[src/rtl/cpu_pkg.sv]
// rtl/cpu_pkg.sv - shared CPU constants, fetch state encoding and opcode helper
package cpu_pkg;

   localparam int ADDR_W  = 16;
   localparam int INSTR_W = 16;

   // Opcode field of every instruction word
   localparam int OPC_MSB = 15;
   localparam int OPC_LSB = 12;

   localparam logic [3:0]         HALT_OPCODE = 4'hF;
   localparam logic [INSTR_W-1:0] NOP_INSTR   = 16'h0000;

   typedef enum logic {
      RUN    = 1'b0,
      HALTED = 1'b1
   } fetch_state_e;

   function automatic logic is_halt(input logic [INSTR_W-1:0] instr,
                                    input logic [3:0]         halt_opc);
      return instr[OPC_MSB:OPC_LSB] == halt_opc;
   endfunction

endpackage

[src/rtl/ifid_reg.sv]
// rtl/ifid_reg.sv - IF/ID pipeline register with load, hold and bubble controls
//
// Ports:
//   clk, rst_n      clock, asynchronous active-low reset
//   load_i          capture instr_i / pc_plus1_i as a valid instruction
//   bubble_i        insert NOP_INSTR with valid cleared (wins over load_i)
//   instr_i         fetched instruction word
//   pc_plus1_i      address of the fetched word plus one
//   instr_o         IF/ID instruction
//   pc_plus1_o      IF/ID PC+1
//   valid_o         IF/ID holds a real instruction
// With neither load_i nor bubble_i the register holds.
module ifid_reg
   import cpu_pkg::*;
#(
   parameter logic [INSTR_W-1:0] NOP_VALUE = NOP_INSTR
) (
   input  logic               clk,
   input  logic               rst_n,
   input  logic               load_i,
   input  logic               bubble_i,
   input  logic [INSTR_W-1:0] instr_i,
   input  logic [ADDR_W-1:0]  pc_plus1_i,
   output logic [INSTR_W-1:0] instr_o,
   output logic [ADDR_W-1:0]  pc_plus1_o,
   output logic               valid_o
);

   logic [INSTR_W-1:0] instr_q,    instr_d;
   logic [ADDR_W-1:0]  pc_plus1_q, pc_plus1_d;
   logic               valid_q,    valid_d;

   always_comb begin
      instr_d    = instr_q;
      pc_plus1_d = pc_plus1_q;
      valid_d    = valid_q;
      if (bubble_i) begin
         instr_d = NOP_VALUE;
         valid_d = 1'b0;
      end else if (load_i) begin
         instr_d    = instr_i;
         pc_plus1_d = pc_plus1_i;
         valid_d    = 1'b1;
      end
   end

   always_ff @(posedge clk or negedge rst_n) begin
      if (!rst_n) begin
         instr_q    <= NOP_VALUE;
         pc_plus1_q <= '0;
         valid_q    <= 1'b0;
      end else begin
         instr_q    <= instr_d;
         pc_plus1_q <= pc_plus1_d;
         valid_q    <= valid_d;
      end
   end

   assign instr_o    = instr_q;
   assign pc_plus1_o = pc_plus1_q;
   assign valid_o    = valid_q;

endmodule

[src/rtl/fetch_unit.sv]
// rtl/fetch_unit.sv - IF stage: PC, instruction memory request, IF/ID capture, halt detect
//
// Ports:
//   clk, rst_n        clock, asynchronous active-low reset
//   stall             hold PC and IF/ID
//   branch_taken      redirect to branch_target and flush IF/ID (wins over stall)
//   branch_target     word address to redirect to
//   im_instr          instruction word for im_addr, valid before the rising edge
//   im_addr           current PC
//   im_rd_en          instruction memory read enable
//   ifid_instr        IF/ID instruction
//   ifid_pc_plus1     IF/ID PC+1
//   ifid_valid        IF/ID holds a real instruction
//   halted            fetch stopped on a halt instruction
module fetch_unit
#(
   parameter logic [15:0] RESET_PC    = 16'h0000,
   parameter logic [3:0]  HALT_OPCODE = cpu_pkg::HALT_OPCODE,
   parameter logic [15:0] NOP_INSTR   = cpu_pkg::NOP_INSTR
) (
   input  logic        clk,
   input  logic        rst_n,
   input  logic        stall,
   input  logic        branch_taken,
   input  logic [15:0] branch_target,
   input  logic [15:0] im_instr,
   output logic [15:0] im_addr,
   output logic        im_rd_en,
   output logic [15:0] ifid_instr,
   output logic [15:0] ifid_pc_plus1,
   output logic        ifid_valid,
   output logic        halted
);

   import cpu_pkg::*;

   fetch_state_e       state_q, state_d;
   logic [ADDR_W-1:0]  pc_q, pc_d;
   logic [ADDR_W-1:0]  pc_plus1;
   logic               ifid_load;
   logic               ifid_bubble;

   // Word addressed; the 16-bit add wraps FFFF -> 0000 naturally
   assign pc_plus1 = pc_q + 16'd1;

   always_comb begin
      state_d     = state_q;
      pc_d        = pc_q;
      ifid_load   = 1'b0;
      ifid_bubble = 1'b0;
      unique case (state_q)
         RUN: begin
            if (branch_taken) begin
               // The word fetched this cycle is on the wrong path: drop it,
               // even when it is a halt.
               pc_d        = branch_target;
               ifid_bubble = 1'b1;
            end else if (!stall) begin
               ifid_load = 1'b1;
               if (is_halt(im_instr, HALT_OPCODE)) begin
                  state_d = HALTED;
               end else begin
                  pc_d = pc_plus1;
               end
            end
         end
         HALTED: begin
            if (branch_taken) begin
               // An older branch resolving now squashes the speculative halt
               pc_d        = branch_target;
               ifid_bubble = 1'b1;
               state_d     = RUN;
            end else if (!stall) begin
               // Halt has moved on to ID; keep feeding bubbles behind it
               ifid_bubble = 1'b1;
            end
         end
         default: ;
      endcase
   end

   always_ff @(posedge clk or negedge rst_n) begin
      if (!rst_n) begin
         state_q <= RUN;
         pc_q    <= RESET_PC;
      end else begin
         state_q <= state_d;
         pc_q    <= pc_d;
      end
   end

   ifid_reg #(
      .NOP_VALUE (NOP_INSTR)
   ) u_ifid_reg (
      .clk        (clk),
      .rst_n      (rst_n),
      .load_i     (ifid_load),
      .bubble_i   (ifid_bubble),
      .instr_i    (im_instr),
      .pc_plus1_i (pc_plus1),
      .instr_o    (ifid_instr),
      .pc_plus1_o (ifid_pc_plus1),
      .valid_o    (ifid_valid)
   );

   assign im_addr  = pc_q;
   // Gated by rst_n directly so the read stops the moment reset asserts
   assign im_rd_en = rst_n & (state_q == RUN) & ~stall;
   assign halted   = (state_q == HALTED);

endmodule

[config.mk]
export PLATFORM = sky130hd
export DESIGN_NAME = fetch_unit
export DESIGN_NICKNAME = d
export VERILOG_FILES = /design/src/rtl/cpu_pkg.sv /design/src/rtl/ifid_reg.sv /design/src/rtl/fetch_unit.sv
export SDC_FILE = /design/constraint.sdc
export NUM_CORES = 1
export LEC_CHECK = 0
export BUFFER_PORTS_ARGS = -buffer_cell sky130_fd_sc_hd__buf_2
export CAP_MARGIN = 20
export CORE_MARGIN = 4
export CORE_UTILIZATION = 45
export DETAILED_ROUTE_END_ITERATION = 8
export PLACE_DENSITY_LB_ADDON = 0.25
export SETUP_SLACK_MARGIN = 0.4
export SYNTH_ARGS = -nofsm -noshare
export SYNTH_HDL_FRONTEND = slang
export SYNTH_SLANG_ARGS = --single-unit
[constraint.sdc]
create_clock -name clk -period 1.7 [get_ports clk]
set_clock_uncertainty 0.2 [all_clocks]
set_input_delay 0.34 -clock clk [delete_from_list [all_inputs] [get_ports clk]]
set_output_delay 0.34 -clock clk [all_outputs]
set_load 0.01 [all_outputs]
Word level (Yosys, flattened, before mapping)

Index checks and enable logic that the tools add are counted.

Word-level logic and storage cells: 38
Memory bits (read-only): 0
Memories kept: 0
Register bits after elaboration: 50
Bits in writable memories: 0
Bits in latches: 0
Input port bits: 36
Output and inout port bits: 51

Magnitude comparators: 0
Eq/ne operators: 4
Mux-type cells: 20
$mul: 0
Reduce and logical (&&, ||, !) cells: 3
Bitwise logic cells: 5
Div/mod/pow operators: 0
Shift operators: 0
Add/sub/neg operators: 1

Operators with widths:

| kind                                                            | number |
|---|---|
| 16-bit 2-to-1 mux                                               | 6 |
| 16-bit one-hot mux with 2 select lines                          | 1 |
| 16-bit by 1-bit adder with 16-bit output, second input constant | 1 |
| 1-bit 2-to-1 mux                                                | 11 |
| 3-bit != test, second input constant                            | 2 |
| 4-bit equality test, second input constant                      | 1 |
| 1-bit one-hot mux with 2 select lines                           | 2 |
| 1-bit inverter                                                  | 3 |
| 3-bit AND reduction                                             | 1 |
| 1-bit AND                                                       | 2 |
| 2-bit != test, second input constant                            | 1 |
| 2-bit AND reduction                                             | 1 |
| 2-bit nonzero test                                              | 1 |

Logic depth before layout (Yosys ltp)

Gate-level depths: netlist of run 1.

Depth in word-level cells: 5
Gate-level depth with buffers: 6
Mapped depth without buffers: 5

Hierarchy

Synthesis of run 1 repeated with hierarchy kept, for this count alone.

Cells, all modules: 236
Area total of the unflattened synthesis: 2,591.2 um^2

By module, submodules not included:

| module     | instances | area an instance (um^2) | seq. area each (um^2) | cells an instance |
|---|---|---|---|---|
| ifid_reg   | 1         | 1,343.8                 | 825.8                 | 90 |
| fetch_unit | 1         | 1,247.4                 | 425.4                 | 146 |

Least setup slack after synthesis of run 1

OpenSTA, ideal clock, no wires.

Path kind: reg-to-reg
Start: register pc_q[0], in the netlist im_addr[0]
End: register pc_q[12], in the netlist im_addr[12]
Data required time: 1,379 ps
Clock period less this slack: 1,825 ps
Library setup time: 121 ps
Path buffers: 0
Setup slack: -125 ps
Cell stages (with the launch flop): 6
Data arrival time: 1,504 ps
Cells stage by stage: dfrtp_1 > ha_1 > and4_1 > and3_1 > o21a_1 > o22a_1

Word-level cells in the longest chain between the ends: 5

Ends and longest elaborated chain:

| element                                  | line             | source |
|---|---|---|
| start: declaration                       | fetch_unit.sv:38 | `logic [ADDR_W-1:0] pc_q, pc_d;` |
| start signal: assignment                 | fetch_unit.sv:88 | `pc_q <= pc_d;` |
| 16-bit by 1-bit adder with 16-bit output | fetch_unit.sv:44 | `assign pc_plus1 = pc_q + 16'd1;` |
| 16-bit 2-to-1 mux                        | fetch_unit.sv:60 | `if (is_halt(im_instr, HALT_OPCODE)) begin` |
| 16-bit 2-to-1 mux                        | fetch_unit.sv:58 | `end else if (!stall) begin` |
| 16-bit 2-to-1 mux                        | fetch_unit.sv:53 | `if (branch_taken) begin` |
| 16-bit one-hot mux with 2 select lines   | fetch_unit.sv:51 | `unique case (state_q)` |

Every way passes these cells. The select of a mux whose other input is x is not followed.
A chain may end at the register's enable or synchronous reset.

Worst setup path after layout of run 1

Start: register state_q, in the netlist halted
End: register pc_q[15], in the netlist im_addr[15]

Word-level cells in the longest chain between the ends: 3
Elaborated cells between the ends (all ways): 6
Classes of those cells: eq/ne: 3; mux: 1; bitwise: 1; reduce/logical: 1

Ends and longest elaborated chain:

| element                       | line             | source |
|---|---|---|
| start: declaration            | fetch_unit.sv:37 | `fetch_state_e state_q, state_d;` |
| start signal: assignment      | fetch_unit.sv:87 | `state_q <= state_d;` |
| 1-bit inverter                | n/a              |  |
| 3-bit != test (no line)       | n/a              |  |
| 3-bit AND reduction (no line) | n/a              |  |

Parallel ways exist; a longest one is shown, timed or not.

==> metrics.txt, run 1 <==
peak supply drop=0.0008632 V; commonest cells in the synthesized netlist=dfrtp_1, nand2_1, o21ai_0, a22o_1, nor2_1; Met2 Wirelength=5625 µm; Tmin final=around 1.8 ns; Fmax=roughly 560 MHz; synth warn=0; Final period util=1.043; Setup-failing EPs final=13; top layer in use=met4; Synth Cell Area=0.002436 mm²; critical path class=reg -> reg; final setup margin=-0.07259 ns; Synth Register Bits=50; first-pass GRT wire length=13,710 µm; cell taking the most area after synthesis=dfrtp_1; max cap viols=0; worst min path class=in -> async; CORE AREA=0.005172 mm²; status=finished with violations; GR Overflow Total=0; Seq/Total Area, Yosys=0.5136; Num CTS Buffers=5; Max-slew headroom=0.5792; Final Max Tran Viols=0; # port buffers=86; final-layout fill cell count=slightly above 200; fraction of layout cells with a size suffix above 1=0.6925; die width=about 80 µm; CP required=around 1.8 ns; Residual DRC=0; DRT iter0 DRCs=260; ys flop type=dfrtp_1; share of synthesized registers carrying an async set or reset=1.000; clock slew at reported path FFs=around 0.10 ns; WP data arrival=about 1.8 ns; number of global-route vias before repair=2,747; Top-Level Pins=87; RePlAce Congestion=0.8351; largest net degree at the start of global routing=between 50 and 60; Cell Area, Placed=0.003146 mm²; synthesis-to-layout area growth=89.83%; top-count cell post-synth=dfrtp_1; crit path max fanout=6; endpoint class of the critical path=flip-flop; Net count, final=~480; routed metal-1 wirelength=4419 µm; syn_nets=280; Setup crit start kind=flip-flop; static leakage=between 2 and 2.5 nW; P per Cell Area=858.0 mW/mm²; antenna cells=0; ranking of synthesized cells by area=dfrtp_1, a22o_1, o21ai_0, nand2_1, xnor2_1; Routed Antenna Nets=0; CTS Hold Bufs=0; Met3 Routed Length=1212 µm; multi-input logic area=0.001610 mm²; CTS Sinks=50; initial antenna violation count=0; design area=~0.0046 mm²; CTS HTree Levels=2; post-place setup slack=0.01963 ns; First-pass DRT Iterations=5; Clk Latency, worst-skew pair=0.32 ns; RSZ-0062 raised after global routing=true; count of final hold-check violations=0; initial core utilization=0.4710; FF+latch area=0.001262 mm²; vias per inst=6.291; Post-synth EDFFs=0; top cell type's share of synthesized area=0.5136; Cells after Synth=243; chip height=81.58 µm; Synth cell types=46; Vias=3,202; clock buffer depth=2; cell row count=26; DIE AREA=0.006654 mm²; failing checks=setup timing; Avg WL per Cell=23.94 µm; Total Routing Usage GR=0.2739; CTS tree=yes; Worst Tran Pin Value=0.6313 ns; syn avg cell area=10.03 µm²; Root Buffer=clkbuf_8; final WL=12,180 µm; DP Wirelength=~4800 µm
-- layout make-up --
type                    count  area share
clock buffers               6     0.01569
clock inverters             2    0.002976
inverters                   2    0.001623
multi-input cells         178      0.3482
flip-flops and latches     50      0.2730
well taps                  70     0.01894
repair buffers            201      0.3396
-- logic make-up (layout without fill, tap and decap cells) --
family | after synthesis | in the layout | synth area share
xor+xnor | 13 | 13 | 0.04674
simple gates | 83 | 87 | 0.1787
compound gates | 77 | 77 | 0.2126
buf+inv | 19 | 211 | 0.04314
flops | 50 | 50 | 0.5136
fa+ha+maj | 1 | 1 | 0.005135
-- repair_timing --
action	CTS	global route
hold endpoints to repair	0	0
buffers inserted	55	32
gates resized for setup	70	92
setup endpoints to repair	100	100
gates cloned	1	4
pin swaps	27	59
-- path summary, 6_finish.rpt --
path,from,to,slack [ns],cells past startpoint
worst min register to register,u_ifid_reg.instr_o[6]$_DFFE_PN0P_,u_ifid_reg.instr_o[6]$_DFFE_PN0P_,0.30,1
worst max register to register,halted$_DFF_PN0_,im_addr[15]$_DFFE_PN0P_,-0.07,6
max in group asynchronous,rst_n,im_addr[4]$_DFFE_PN0P_,0.82,2
worst min-delay path,rst_n,u_ifid_reg.pc_plus1_o[0]$_DFFE_PN0P_,0.02,2
min in group clk,im_instr[1],u_ifid_reg.instr_o[1]$_DFFE_PN0P_,0.04,2
worst max-delay path,halted$_DFF_PN0_,im_addr[15]$_DFFE_PN0P_,-0.07,6
-- routing by layer --
layer	global-route usage	vias to the layer above
li1	-	1286
met1	0.3476	1536
met2	0.4406	282
met3	0.05921	98
met4	0.1395	0
met5	0	-
-- worst max-delay path: stages, from the launching register on --
cell and delay [ns]:
dfrtp_2 0.45, buf_6 0.13, nor2_4 0.16, buf_6 0.15, nor2_1 0.04, a211oi_1 0.35
a221o_1 0.22
-- per-stage QoR --
stage                     setup TNS (ns)  cells  utilization  hold slack (ns)  power, mW
after global routing              -1.025    509       0.8940          0.03510      4.102
after CTS                              0    473       0.7632          0.01411      3.433
after detailed placement               0    409       0.6081           0.2621      2.356
final                            -0.4361    509       0.8940          0.01812      3.968
after global placement                 0    409       0.6081           0.2472      2.337
after floorplan                        0    243            -          -0.1556      1.983
-- where the power goes --
part	internal, mW	switching [mW]
combinational	0.906	0.838
sequential	1.35	0.158
clock	0.292	0.425
-- flip-flops by register name, indices dropped and copies added, names as in the netlist --
| register | cells |
|---|---|
| halted | 1 |
| u_ifid_reg.valid_o | 1 |
| u_ifid_reg.instr_o | 16 |
| u_ifid_reg.pc_plus1_o | 16 |
| im_addr | 16 |
-- cells in the final DEF (no fill, tap or decap), drive strengths merged, types with 5 or more instances in the layout --
cell type	count
buf	201
dfrtp	50
nand2	31
o21ai	25
a22o	16
nor2	15
a21oi	11
xnor2	8
nand3	7
clkbuf	6
nor3	6
nand4	5
or3	5
and4	5
xor2	5
(Power assumes the default switching activity.)
==> inputs of run 2 (changes only) <==
--- a/config.mk
+++ b/config.mk
@@ -5,6 +5,7 @@
 export SDC_FILE = /design/constraint.sdc
 export NUM_CORES = 1
 export LEC_CHECK = 0
+export ABC_AREA = 1
 export BUFFER_PORTS_ARGS = -buffer_cell sky130_fd_sc_hd__buf_2
 export CAP_MARGIN = 20
 export CORE_MARGIN = 4
==> metrics.txt, run 2 <==
design area=0.003929 mm² (was 0.004624 mm²); clock slew at reported path FFs=0.09 ns (was 0.10 ns); top-count cell post-synth=nand2_1 (was dfrtp_1); GR Overflow Total=0 (unchanged); syn avg cell area=8.845 µm² (was 10.03 µm²); cell mode on critical path=nand2_1 (was buf_6); Num CTS Buffers=5 (unchanged); Final period util=0.9747 (was 1.043); Setup-failing EPs final=0 (was 13); static leakage=1.975 nW (was 2.178 nW); Seq/Total Area, Yosys=0.5181 (was 0.5136); largest incremental delay on the critical path=0.43 ns (was 0.45 ns); ranking of synthesized cells by area=dfrtp_1, nand2_1, a32o_1, nand3_1, nor2_1 (was dfrtp_1, a22o_1, o21ai_0, nand2_1, xnor2_1); cell row count=26 (unchanged); ys flop type=dfrtp_1 (unchanged); CTS Sinks=50 (unchanged); DP Wirelength=4521 µm (was 4847 µm); final setup margin=0.04297 ns (was -0.07259 ns); synth warn=0 (unchanged); Clk Latency, worst-skew pair=0.31 ns (was 0.32 ns); Worst Tran Pin Value=0.6245 ns (was 0.6313 ns); Met2 Wirelength=4309 µm (was 5625 µm); critical path class=reg -> reg (unchanged); CP required=1.70 ns (was 1.76 ns); top layer in use=met4 (unchanged); Synth cell types=27 (was 46); Synth Cell Area=0.002415 mm² (was 0.002436 mm²); commonest non-fill, non-tap cell in the layout=buf_2 (was buf_4); syn_nets=310 (was 280); initial core utilization=0.4698 (was 0.4710); Design Power=3.631 mW (was 3.968 mW); CTS Hold Bufs=0 (unchanged); number of global-route vias before repair=2,644 (was 2,747); chip height=81.26 µm (was 81.58 µm); synthesis-to-layout area growth=62.69% (was 89.83%); Avg WL per Cell=17.35 µm (was 23.94 µm); DIE AREA=0.006602 mm² (was 0.006654 mm²); Fmax=603.5 MHz (was 564.1 MHz); die width=81.26 µm (was 81.58 µm); Final Max Tran Viols=0 (unchanged); final WL=8659 µm (was 12,180 µm); vias per inst=5.621 (was 6.291); RSZ-0062 raised after global routing=true (unchanged); Hold WS=-0.01873 ns (was 0.01812 ns); Post-synth EDFFs=0 (unchanged); Routed Antenna Nets=0 (unchanged); CORE AREA=0.005140 mm² (was 0.005172 mm²); initial antenna violation count=0 (unchanged); crit path max fanout=4 (was 6); antenna cells=0 (unchanged); DRT iter0 DRCs=248 (was 260); Met3 Routed Length=755 µm (was 1212 µm); first-pass GRT wire length=12,490 µm (was 13,710 µm); Top-Level Pins=87 (unchanged); crit-path cells=buf_4, inv_1, nor2_4, nand2_2, o21ai_2, nand2_1, nand2_1, nand2_1 (was buf_6, nor2_4, buf_6, nor2_1, a211oi_1, a221o_1); Crit-path slowest cell=dfrtp_2 (unchanged); WP data arrival=1.66 ns (was 1.83 ns); count of final hold-check violations=20 (was 0); Tmin final=1.657 ns (was 1.773 ns); CTS tree=yes (unchanged); endpoint class of the critical path=flip-flop (unchanged); failing checks=hold timing (was setup timing); fraction of layout cells with a size suffix above 1=0.5198 (was 0.6925); Cell Area, Placed=0.002982 mm² (was 0.003146 mm²); share of synthesized registers carrying an async set or reset=1.000 (unchanged); status=finished with violations (unchanged); Vias=2,805 (was 3,202); Residual DRC=0 (unchanged); post-place setup slack=0.1104 ns (was 0.01963 ns); Cells after Synth=273 (was 243); cell taking the most area after synthesis=dfrtp_1 (unchanged); clock buffer depth=2 (unchanged); largest net degree at the start of global routing=51 (unchanged); peak supply drop=0.0006210 V (was 0.0008632 V); RePlAce Congestion=0.8181 (was 0.8351); Net count, final=465 (was 475); worst min path class=in -> async (unchanged); P per Cell Area=924.2 mW/mm² (was 858.0 mW/mm²); Total Routing Usage GR=0.2497 (was 0.2739); Post-Route Setup TNS=0 ns (was -0.4361 ns); Synth Register Bits=50 (unchanged); Max-slew headroom=0.5836 (was 0.5792); commonest cells after routing, fill and taps aside=buf_2, nand2_1, buf_4, dfrtp_1, nor2_1 (was buf_4, buf_2, buf_6, dfrtp_1, nand2_1); max cap viols=0 (unchanged); Setup crit start kind=flip-flop (unchanged); First-pass DRT Iterations=5 (unchanged); top cell type's share of synthesized area=0.5181 (was 0.5136); # port buffers=86 (unchanged); CTS HTree Levels=2 (unchanged); Root Buffer=clkbuf_8 (unchanged); commonest cells in the synthesized netlist=nand2_1, dfrtp_1, nor2_1, nand3_1 (was dfrtp_1, nand2_1, o21ai_0, a22o_1, nor2_1); routed metal-1 wirelength=3436 µm (was 4419 µm)
==> run 2: cell count changes after synthesis, moves of 9 or more <==
| cell | previous run | this run |
|---|---|---|
| nand2_1 | 31 | 65 |
| a22o_1 | 16 | 0 |
| a32o_1 | 0 | 16 |
| nand3_1 | 6 | 21 |
| nor2_1 | 14 | 26 |
| inv_1 | 2 | 13 |
| o21ai_0 | 25 | 16 |
==> run 2: where the power goes <==
group	switching, mW	internal (mW)	total (mW)
clock	0.415	0.439	0.855
sequential	0.144	1.35	1.50
combinational	0.640	0.640	1.28
total	1.20	2.43	3.63
==> run 2: path summary, 6_finish.rpt <==
kind,start,end,slack [ns],depth (start not counted)
max in group asynchronous,rst_n,im_addr[1]$_DFFE_PN0P_,0.85,2
max,im_addr[0]$_DFFE_PN0P_,u_ifid_reg.pc_plus1_o[15]$_DFFE_PN0P_,0.04,8
min,rst_n,u_ifid_reg.pc_plus1_o[0]$_DFFE_PN0P_,-0.02,2
min reg2reg,u_ifid_reg.pc_plus1_o[2]$_DFFE_PN0P_,u_ifid_reg.pc_plus1_o[2]$_DFFE_PN0P_,0.29,2
max reg2reg,im_addr[0]$_DFFE_PN0P_,u_ifid_reg.pc_plus1_o[15]$_DFFE_PN0P_,0.04,8
min in group clk,im_instr[8],u_ifid_reg.instr_o[8]$_DFFE_PN0P_,0.04,2
==> run 2: final cells by class <==
| type | count | area, µm² |
|---|---|---|
| inverter | 16 | 72.57 |
| timing repair buffer | 152 | 1126 |
| multi-input combinational | 199 | 1239 |
| fill | 359 | 1211 |
| tap | 70 | 87.58 |
| sequential | 50 | 1264 |
| timing repair inverter | 4 | 30.03 |
| clock inverter | 2 | 37.54 |
| clock buffer | 6 | 72.57 |
==> run 2: critical path: cells and delay by family, from the launching register on <==
kind | cells | cell delay (ns)
flops | 1 | 0.43
buf+inv | 2 | 0.21
compound gates | 1 | 0.19
simple gates | 5 | 0.53
==> run 2: cell families after synthesis <==
| kind of cell | after synthesis | share of synthesized area |
|---|---|---|
| simple gates | 130 | 0.2399 |
| compound gates | 64 | 0.1782 |
| flops | 50 | 0.5181 |
| buf+inv | 27 | 0.05492 |
| xor+xnor | 1 | 0.003628 |
| fa+ha+maj | 1 | 0.005181 |
==> run 2: through the flow <==
stage | cells | util
3_5_place_dp | 423 | 0.5801
4_1_cts | 481 | 0.7205
6_report | 499 | 0.7644
5_1_grt | 499 | 0.7644
3_3_place_gp | 423 | 0.5801
2_1_floorplan | 273 | -
==> run 2: repair_timing <==
action,in CTS,in global routing
gates cloned,7,1
resized for setup,54,15
setup endpoints to repair,100,100
pin swaps,20,9
setup buffers,43,17
==> run 2: routing by layer <==
| layer | global-route usage | vias up |
|---|---|---|
| met2 | 0.4195 | 172 |
| met4 | 0.08784 | 0 |
| met5 | 0 | - |
| li1 | - | 1257 |
| met3 | 0.05765 | 16 |
| met1 | 0.3149 | 1360 |
==> inputs of run 3 (changes only) <==
--- a/config.mk
+++ b/config.mk
@@ -9,7 +9,7 @@
 export BUFFER_PORTS_ARGS = -buffer_cell sky130_fd_sc_hd__buf_2
 export CAP_MARGIN = 20
 export CORE_MARGIN = 4
-export CORE_UTILIZATION = 45
+export CORE_UTILIZATION = 49
 export DETAILED_ROUTE_END_ITERATION = 8
 export PLACE_DENSITY_LB_ADDON = 0.25
 export SETUP_SLACK_MARGIN = 0.4
==> constraint.sdc (replaced) <==
create_clock -name clk -period 1.6 [get_ports clk]
set_clock_uncertainty 0.2 [all_clocks]
set_input_delay 0.32 -clock clk [delete_from_list [all_inputs] [get_ports clk]]
set_output_delay 0.32 -clock clk [all_outputs]
set_load 0.01 [all_outputs]
==> metrics.txt, run 3 (synthesized netlist as in run 2, its figures left out) <==
peak supply drop=0.0005328 V (was 0.0006210 V); DP Wirelength=4609 µm (was 4521 µm); Max-slew headroom=0.5736 (was 0.5836); Final Max Tran Viols=0 (unchanged); final setup margin=-0.03452 ns (was 0.04297 ns); die width=78.20 µm (was 81.26 µm); Vias=2,718 (was 2,805); critical path class=reg -> reg (unchanged); CP required=1.61 ns (was 1.70 ns); RSZ-0062 raised after global routing=true (unchanged); first-pass GRT wire length=12,140 µm (was 12,490 µm); GR Overflow Total=0 (unchanged); Setup-failing EPs final=4 (was 0); cell mode on critical path=inv_1 (was nand2_1); synthesis-to-layout area growth=62.64% (was 62.69%); # port buffers=86 (unchanged); cell row count=25 (was 26); WP data arrival=1.64 ns (was 1.66 ns); crit path max fanout=5 (was 4); Residual DRC=0 (unchanged); Clk Latency, worst-skew pair=0.31 ns (about the same); largest incremental delay on the critical path=0.43 ns (about the same); status=finished with violations (unchanged); endpoint class of the critical path=flip-flop (unchanged); Setup crit start kind=flip-flop (unchanged); DIE AREA=0.006115 mm² (was 0.006602 mm²); fraction of layout cells with a size suffix above 1=0.5284 (was 0.5198); Fmax=611.8 MHz (was 603.5 MHz); crit-path cells=buf_4, inv_1, nor2_4, a21oi_1, o21ai_1, nand3_1, nand2_1, inv_1 (was buf_4, inv_1, nor2_4, nand2_2, o21ai_2, nand2_1, nand2_1, nand2_1); Tmin final=1.635 ns (was 1.657 ns); antenna cells=0 (unchanged); DRT iter0 DRCs=344 (was 248); vias per inst=5.558 (was 5.621); P per Cell Area=947.3 mW/mm² (was 924.2 mW/mm²); Crit-path slowest cell=dfrtp_2 (unchanged); Top-Level Pins=87 (unchanged); count of final hold-check violations=12 (was 20); Post-Route Utilization=0.8261 (was 0.7644); largest net degree at the start of global routing=51 (unchanged); initial antenna violation count=0 (unchanged); post-place setup slack=0.05352 ns (was 0.1104 ns); Routed Antenna Nets=0 (unchanged); chip height=78.20 µm (was 81.26 µm); Total Routing Usage GR=0.2496 (was 0.2497); Net count, final=458 (was 465); Avg WL per Cell=17.22 µm (was 17.35 µm); Hold WS=-0.02153 ns (was -0.01873 ns); Design Power=3.721 mW (was 3.631 mW); number of global-route vias before repair=2,549 (was 2,644); CTS tree=yes (unchanged); Final period util=1.022 (was 0.9747); initial core utilization=0.5079 (was 0.4698); clock slew at reported path FFs=0.09 ns (about the same); CTS Sinks=50 (unchanged); commonest cells after routing, fill and taps aside=buf_2, nand2_1, buf_4, dfrtp_1, buf_6 (was buf_2, nand2_1, buf_4, dfrtp_1, nor2_1); worst min path class=in -> async (unchanged); Root Buffer=clkbuf_8 (unchanged); Top delay family on crit path=flip-flops (was simple AND/OR/NAND/NOR gates); CORE AREA=0.004755 mm² (was 0.005140 mm²); First-pass DRT Iterations=5 (unchanged); max cap viols=0 (unchanged); Num CTS Buffers=5 (unchanged); RePlAce Congestion=0.8409 (was 0.8181); static leakage=1.972 nW (was 1.975 nW); commonest non-fill, non-tap cell in the layout=buf_2 (unchanged); final WL=8419 µm (was 8659 µm); clock buffer depth=2 (unchanged); Worst Tran Pin Value=0.6396 ns (was 0.6245 ns); CTS HTree Levels=2 (unchanged); CP bufs+invs=3 (was 2); failing checks=hold timing, setup timing (was hold timing)
## run 3: repair_timing
| action | 4_1_cts | 5_1_grt |
|---|---|---|
| buffers inserted | 31 | 15 |
| pin swaps | 13 | 14 |
| endpoints found under the hold margin | 34 | 0 |
| gates resized for setup | 49 | 41 |
| cloned | 5 | 3 |
| endpoints found under the setup margin | 99 | 100 |
## run 3: layout make-up
class / count / area (µm²)
clock inverters: 1 / 5.005
repair inverters: 2 / 15.01
well taps: 67 / 83.83
flip-flops and latches: 50 / 1260
repair buffers: 148 / 1141
clock buffers: 7 / 86.33
multi-input cells: 198 / 1266
inverters: 16 / 70.07
fillers: 281 / 827.0
## run 3: report_power, final
group          internal [mW]  switching (mW)
logic                  0.683           0.684
registers               1.43           0.149
clock network          0.350           0.420
## run 3: metrics by stage
stage	hold slack (ns)	instance area, µm²	setup TNS [ns]	std cells
after CTS	-0.006625	3587	0	471
after floorplan	-0.1756	2474	0	273
after detailed placement	0.2580	3004	0	427
after global placement	0.2622	3004	0	427
final	-0.02153	3928	-0.05932	489
after global routing	0.02612	3928	-1.411	489
## run 3: metal layers
layer	track usage	vias up	share of wire
met5	0	-	0
met4	0.07692	0	0.038
met3	0.05849	36	0.091
met2	0.4324	164	0.50
met1	0.3087	1275	0.38
li1	-	1243	-
## run 3: worst reg2reg max path, cell delays in order, from the launching register on
cell and delay (ns):
dfrtp_2 0.43, buf_4 0.14, inv_1 0.07, nor2_4 0.18
a21oi_1 0.11, o21ai_1 0.19, nand3_1 0.11, nand2_1 0.08
inv_1 0.03
## run 3: final timing paths
check                                                       from                                    end  slack [ns]  cells after the start
setup / recovery                          im_addr[0]$_DFFE_PN0P_                 im_addr[3]$_DFFE_PN0P_       -0.03                      8
hold / removal                                             rst_n   u_ifid_reg.pc_plus1_o[0]$_DFFE_PN0P_       -0.02                      2
setup reg to reg                          im_addr[0]$_DFFE_PN0P_                 im_addr[3]$_DFFE_PN0P_       -0.03                      8
hold reg to reg            u_ifid_reg.pc_plus1_o[14]$_DFFE_PN0P_  u_ifid_reg.pc_plus1_o[14]$_DFFE_PN0P_        0.29                      2
max in group asynchronous                                  rst_n                       halted$_DFF_PN0_        0.75                      2
min in group clk                                    im_instr[10]     u_ifid_reg.instr_o[10]$_DFFE_PN0P_        0.03                      2
